### src/rtl/pulldown_scan_ctrl.sv
// Round-robin pull-down emulation for banks of tri-state pads: pull low, release,
// settle, sample, then debounce every pin into a stable image for user logic.
module pulldown_scan_ctrl #(
    parameter int BANKS         = 4,
    parameter int WIDTH         = 8,
    parameter int PULL_CYCLES   = 1,
    parameter int SETTLE_CYCLES = 3,
    parameter int DEBOUNCE      = 2
) (
    input  logic                                   clk,
    input  logic                                   rst_n,
    input  logic                                   enable,
    input  logic [BANKS*WIDTH-1:0]                 pins_in,
    output logic [BANKS*WIDTH-1:0]                 drive_low,
    output logic [BANKS*WIDTH-1:0]                 state_out,
    output logic [((BANKS>1)?$clog2(BANKS):1)-1:0] bank_idx,
    output logic                                   scan_done,
    output logic                                   changed
);
    localparam int N        = BANKS * WIDTH;
    localparam int BW       = (BANKS > 1) ? $clog2(BANKS) : 1;
    localparam int MAXP     = (PULL_CYCLES > SETTLE_CYCLES) ? PULL_CYCLES : SETTLE_CYCLES;
    localparam int PW       = $clog2(MAXP + 1);
    localparam int CW       = $clog2(DEBOUNCE + 1);
    localparam int SET_LAST = (SETTLE_CYCLES > 0) ? SETTLE_CYCLES - 1 : 0;

    localparam logic [1:0] S_IDLE   = 2'd0;
    localparam logic [1:0] S_PULL   = 2'd1;
    localparam logic [1:0] S_SETTLE = 2'd2;
    localparam logic [1:0] S_SAMPLE = 2'd3;

    logic [1:0]            r_state;
    logic [PW-1:0]         r_phase;
    logic [BW-1:0]         r_bank;
    logic [N-1:0]          r_drive;
    logic [N-1:0]          r_state_out;
    logic [N-1:0]          r_last;
    logic [N-1:0][CW-1:0]  r_cnt;
    logic                  r_scan_done;
    logic                  r_changed;
    logic                  r_acc;

    logic                  w_sample;
    logic                  w_last_bank;
    logic [N-1:0]          w_sel;
    logic [N-1:0][CW-1:0]  w_cnt_nxt;
    logic [N-1:0]          w_st_nxt;
    logic [N-1:0]          w_pin_chg;
    logic                  w_chg_any;

    function automatic logic [N-1:0] f_mask(input logic [BW-1:0] b);
        f_mask = '0;
        for (int k = 0; k < BANKS; k++)
            if (int'(b) == k) f_mask[k*WIDTH +: WIDTH] = '1;
    endfunction

    // An abort in the SAMPLE cycle suppresses the capture.
    assign w_sample    = (r_state == S_SAMPLE) && enable;
    assign w_last_bank = (r_bank == BW'(BANKS - 1));

    always_comb begin
        w_sel     = f_mask(r_bank) & {N{w_sample}};
        w_cnt_nxt = r_cnt;
        w_st_nxt  = r_state_out;
        for (int p = 0; p < N; p++) begin
            if (pins_in[p] != r_last[p])
                w_cnt_nxt[p] = CW'(1);
            else if (r_cnt[p] != CW'(DEBOUNCE))
                w_cnt_nxt[p] = r_cnt[p] + CW'(1);
            if (w_cnt_nxt[p] >= CW'(DEBOUNCE))
                w_st_nxt[p] = pins_in[p];
        end
        w_pin_chg = w_sel & (w_st_nxt ^ r_state_out);
        w_chg_any = |w_pin_chg;
    end

    always_ff @(posedge clk or negedge rst_n) begin
        if (!rst_n) begin
            r_last      <= '0;
            r_cnt       <= '0;
            r_state_out <= '0;
        end else begin
            for (int p = 0; p < N; p++) begin
                if (w_sel[p]) begin
                    r_last[p]      <= pins_in[p];
                    r_cnt[p]       <= w_cnt_nxt[p];
                    r_state_out[p] <= w_st_nxt[p];
                end
            end
        end
    end

    always_ff @(posedge clk or negedge rst_n) begin
        if (!rst_n) begin
            r_state     <= S_IDLE;
            r_phase     <= '0;
            r_bank      <= '0;
            r_drive     <= '0;
            r_scan_done <= 1'b0;
            r_changed   <= 1'b0;
            r_acc       <= 1'b0;
        end else begin
            r_scan_done <= 1'b0;
            r_changed   <= 1'b0;
            if (r_state != S_IDLE && !enable) begin
                r_state <= S_IDLE;
                r_phase <= '0;
                r_bank  <= '0;
                r_drive <= '0;
                r_acc   <= 1'b0;
            end else begin
                case (r_state)
                    S_IDLE: begin
                        if (enable) begin
                            r_state <= S_PULL;
                            r_phase <= '0;
                            r_bank  <= '0;
                            r_drive <= f_mask('0);
                        end
                    end
                    S_PULL: begin
                        if (r_phase == PW'(PULL_CYCLES - 1)) begin
                            r_phase <= '0;
                            r_drive <= '0;
                            r_state <= (SETTLE_CYCLES == 0) ? S_SAMPLE : S_SETTLE;
                        end else begin
                            r_phase <= r_phase + PW'(1);
                        end
                    end
                    S_SETTLE: begin
                        if (r_phase == PW'(SET_LAST)) begin
                            r_phase <= '0;
                            r_state <= S_SAMPLE;
                        end else begin
                            r_phase <= r_phase + PW'(1);
                        end
                    end
                    default: begin
                        r_phase <= '0;
                        r_state <= S_PULL;
                        if (w_last_bank) begin
                            // Changes from the final bank land in this scan's pulse.
                            r_bank      <= '0;
                            r_drive     <= f_mask('0);
                            r_scan_done <= 1'b1;
                            r_changed   <= r_acc | w_chg_any;
                            r_acc       <= 1'b0;
                        end else begin
                            r_bank  <= r_bank + BW'(1);
                            r_drive <= f_mask(r_bank + BW'(1));
                            r_acc   <= r_acc | w_chg_any;
                        end
                    end
                endcase
            end
        end
    end

    assign drive_low = r_drive;
    assign state_out = r_state_out;
    assign bank_idx  = r_bank;
    assign scan_done = r_scan_done;
    assign changed   = r_changed;
endmodule

### config.mk
export PLATFORM = sky130hd
export DESIGN_NAME = pulldown_scan_ctrl
export DESIGN_NICKNAME = d
export VERILOG_FILES = /design/src/rtl/pulldown_scan_ctrl.sv
export SDC_FILE = /design/constraint.sdc
export NUM_CORES = 1
export LEC_CHECK = 0
export CAP_MARGIN = 5
export CORE_ASPECT_RATIO = 0.5
export CORE_MARGIN = 3
export CORE_UTILIZATION = 60
export DETAILED_ROUTE_END_ITERATION = 6
export PLACE_DENSITY = 0.95
export SKIP_LAST_GASP = 1
export SYNTH_ARGS = -nofsm -noshare
export SYNTH_HDL_FRONTEND = slang
export SYNTH_SLANG_ARGS = --single-unit
### constraint.sdc
create_clock -name clk -period 4.1 [get_ports clk]
set_input_delay 0.82 -clock clk [delete_from_list [all_inputs] [get_ports clk]]
set_output_delay 0.82 -clock clk [all_outputs]
set_load 0.03 [all_outputs]
==> flow_summary.json <==
{
  "outcome": "finished, final reports clean",
  "synth_area_per_cell_um2": 8.97,
  "synth_flop_cell": "dfrtp_1",
  "yosysUniqueCellTypes": 38,
  "dpl.hpwl_mm": 11.3,
  "areaGrowthSynthToFinish_pct": 19.5,
  "io_buffers": 102,
  "die_x_um": 167,
  "crit_path_max_fanout": 26,
  "holdWs_ps": 497,
  "hold_path_class": "in2async",
  "hold_viol": 0,
  "tightest_slew_ps": 952,
  "yosys.area.top_type": "dfrtp_1",
  "remaining_drc_errors": 0,
  "synth-edff-count": 0,
  "antenna_found_initial": 0,
  "power_frac_comb": 0.375,
  "synthTopCellsByArea": "dfrtp_1 45%, ha_1 7.5%, nand2_1 6.8%, a21oi_1 3.9%, a22o_1 3.6%",
  "cts_sinks": 141,
  "fin_crit_ps": 2700,
  "fmax_mhz": 370,
  "fillerInstances": 811,
  "final_layout_size_suffix_gt1_frac": 0.0438,
  "slew_viol_final": 0,
  "cp_cell_sequence": "clkdlybuf4s50_1 -> and3_1 -> a2111oi_2 -> a211oi_1",
  "grt_pass1_vias": 6245,
  "rsz0062_at_grt": "no",
  "worstSetupPathType": "in2reg",
  "synth_seq_cells": 141,
  "synth-seq-area-share": 0.451,
  "drtIter0Drc": 404,
  "skew_ps": 12.1,
  "core-area_um2": 12300,
  "intPower_mw": 3.60,
  "grt_max_degree": 102,
  "drtPass1Iterations": 5,
  "fin_total_pwr_mw": 5.78,
  "avgRoutedWirePerCell_um": 14.9,
  "pin_count": 103,
  "ir_drop_uv": 284,
  "grt_overflow": 0,
  "crit_slowest_cell": "and3_1",
  "die_y_um": 86.7,
  "finalSetupViolations": 0,
  "power_density_nw_per_um2": 618,
  "ant_nets": 0,
  "cp.required_ps": 4400,
  "clkPwrFrac": 0.257,
  "syn-cell-area_um2": 7820,
  "rows": 28,
  "leakage_nw": 4.22,
  "switchingPower_mw": 2.18,
  "cts_resized": 0,
  "max-clock-path-buffers": 2,
  "dpl_cell_area_um2": 8770,
  "slew_headroom": 0.365,
  "synth_top_area_frac": 0.451,
  "crit_arrival_ps": 3000,
  "cts.clk_slew.worst_paths_ps": 60,
  "end_kind": "register",
  "syn_nets": 954,
  "grt_util_all_layers": 0.234,
  "cts.hold.buffers_added": 0,
  "seqPwrFrac": 0.368,
  "cts_setup_buffers": 0,
  "cts_root_buf": "clkbuf_16",
  "num_vias": 6428,
  "cp-start-kind": "primary input",
  "wl_mm": 16.7,
  "crit_path_max_incr_delay_ps": 870,
  "yosysWarnings": 0,
  "switching_share": 0.378,
  "htreeDepth": 4,
  "final_area_um2": 9350,
  "setup-tns-final_ps": 0,
  "vias_per_cell": 5.72,
  "gp_congestion": 0.852,
  "syn_inst": 872,
  "fin_crit_sh": 0.660,
  "drv_cap": 0,
  "die_area_um2": 14500,
  "clk_latency_ps": 410,
  "initial_core_util": 0.638,
  "fin_nets": 1027,
  "diodes": 0,
  "cts_buffers": 17,
  "cts_tree": "yes",
  "synth-async-reset-ratio": 1.00,
  "grt_pass1_wl_mm": 28.2
}
kinds of logic after synthesis:
family | synth area share
compound gates | 0.158
xor+xnor | 0.0358
fa+ha+maj | 0.0752
buf+inv | 0.0789
flops | 0.451
mux | 0.00128
simple gates | 0.200
worst max-delay path, delay by kind of cell:
family	cells	cell delay [ps]
buffers and inverters	1	810
AOI/OAI and AO/OA	2	490
and+or+nand+nor	1	870
power by group through the flow:
| stage | combinational [mW] | sequential [mW] | clock, mW |
|---|---|---|---|
| 4_1_cts | 2.17 | 2.12 | 1.50 |
| 6_report | 2.17 | 2.13 | 1.49 |
| 2_1_floorplan | 1.60 | 2.11 | 0 |
| 3_5_place_dp | 2.15 | 2.14 | 0 |
| 5_1_grt | 2.42 | 2.18 | 1.57 |
| 3_3_place_gp | 2.01 | 2.11 | 0 |
cell usage after synthesis (2+ instances only):
master	instances
ha_1	47
o31ai_1	5
nor3b_1	8
nand4_1	2
inv_1	73
a22o_1	32
a22oi_1	10
a21oi_1	61
clkbuf_1	21
nand3b_1	32
o22ai_1	16
nand4b_1	4
xor2_1	26
dfrtp_1	141
o21ai_0	25
nand3_1	10
a2bb2oi_1	6
and3b_1	7
nor3_1	26
a31oi_1	35
buf_2	4
buf_6	2
xnor2_1	6
and3_1	4
nor2_1	71
nand2b_1	16
a211oi_1	2
nand2_1	142
buf_4	29
cell usage in the layout (no fill, tap or decap), types with 5 or more instances in the layout:
| cell type | Yosys | layout |
|---|---|---|
| xor2_1 | 26 | 26 |
| nand2_1 | 142 | 142 |
| and3b_1 | 7 | 7 |
| nor3_1 | 26 | 26 |
| ha_1 | 47 | 47 |
| nand3_1 | 10 | 10 |
| nand2b_1 | 16 | 16 |
| xnor2_1 | 6 | 6 |
| o21ai_0 | 25 | 25 |
| dfrtp_1 | 141 | 141 |
| a2bb2oi_1 | 6 | 6 |
| o22ai_1 | 16 | 16 |
| buf_4 | 29 | 9 |
| a22o_1 | 32 | 32 |
| clkdlybuf4s50_1 | 0 | 101 |
| a22oi_1 | 10 | 10 |
| clkbuf_16 | 0 | 17 |
| nor3b_1 | 8 | 8 |
| a31oi_1 | 35 | 35 |
| a21oi_1 | 61 | 61 |
| o31ai_1 | 5 | 5 |
| nand3b_1 | 32 | 32 |
| inv_1 | 73 | 73 |
| nor2_1 | 71 | 71 |
registers in the layout, indices dropped and copies added, names as in the netlist:
signal	flops
bank_idx	2
changed	1
drive_low	4
r_acc	1
r_cnt	64
r_last	32
r_phase	2
r_state	2
scan_done	1
state_out	32
stage by stage:
stage               utilization  cells  setup WS (ps)
floorplan                     -    872           2160
finish                    0.762   1123           1400
global placement          0.715   1091           1120
detailed placement        0.715   1091           1050
global route              0.762   1123           1220
CTS                       0.762   1123           1450
per-layer routing:
layer	share of wire	global-route usage
met3	0.038	0.0456
met5	0	0
met4	0.015	0.0713
met2	0.51	0.420
met1	0.44	0.292
cell type report:
cell class	count	area, µm²	share of cell area
inverter	73	274	0.0293
tap	165	206	0.0221
clock inverter	9	86.3	0.00924
multi-input combinational	601	3670	0.393
sequential	141	3530	0.378
clock buffer	23	488	0.0522
timing repair buffer	111	1090	0.117
final timing paths:
check / start / end / slack, ps / cells past startpoint
setup / recovery: enable / r_acc / 1400 / 4
hold / removal: rst_n / r_last[20] / 500 / 1
setup reg to reg: r_state[1] / r_acc / 1830 / 4
hold reg to reg: r_cnt[55] / r_cnt[55] / 510 / 1
max in group asynchronous: rst_n / r_cnt[36] / 2700 / 2
min in group clk: r_cnt[55] / r_cnt[55] / 510 / 1
No activity file was read; power rests on OpenSTA's default activity.
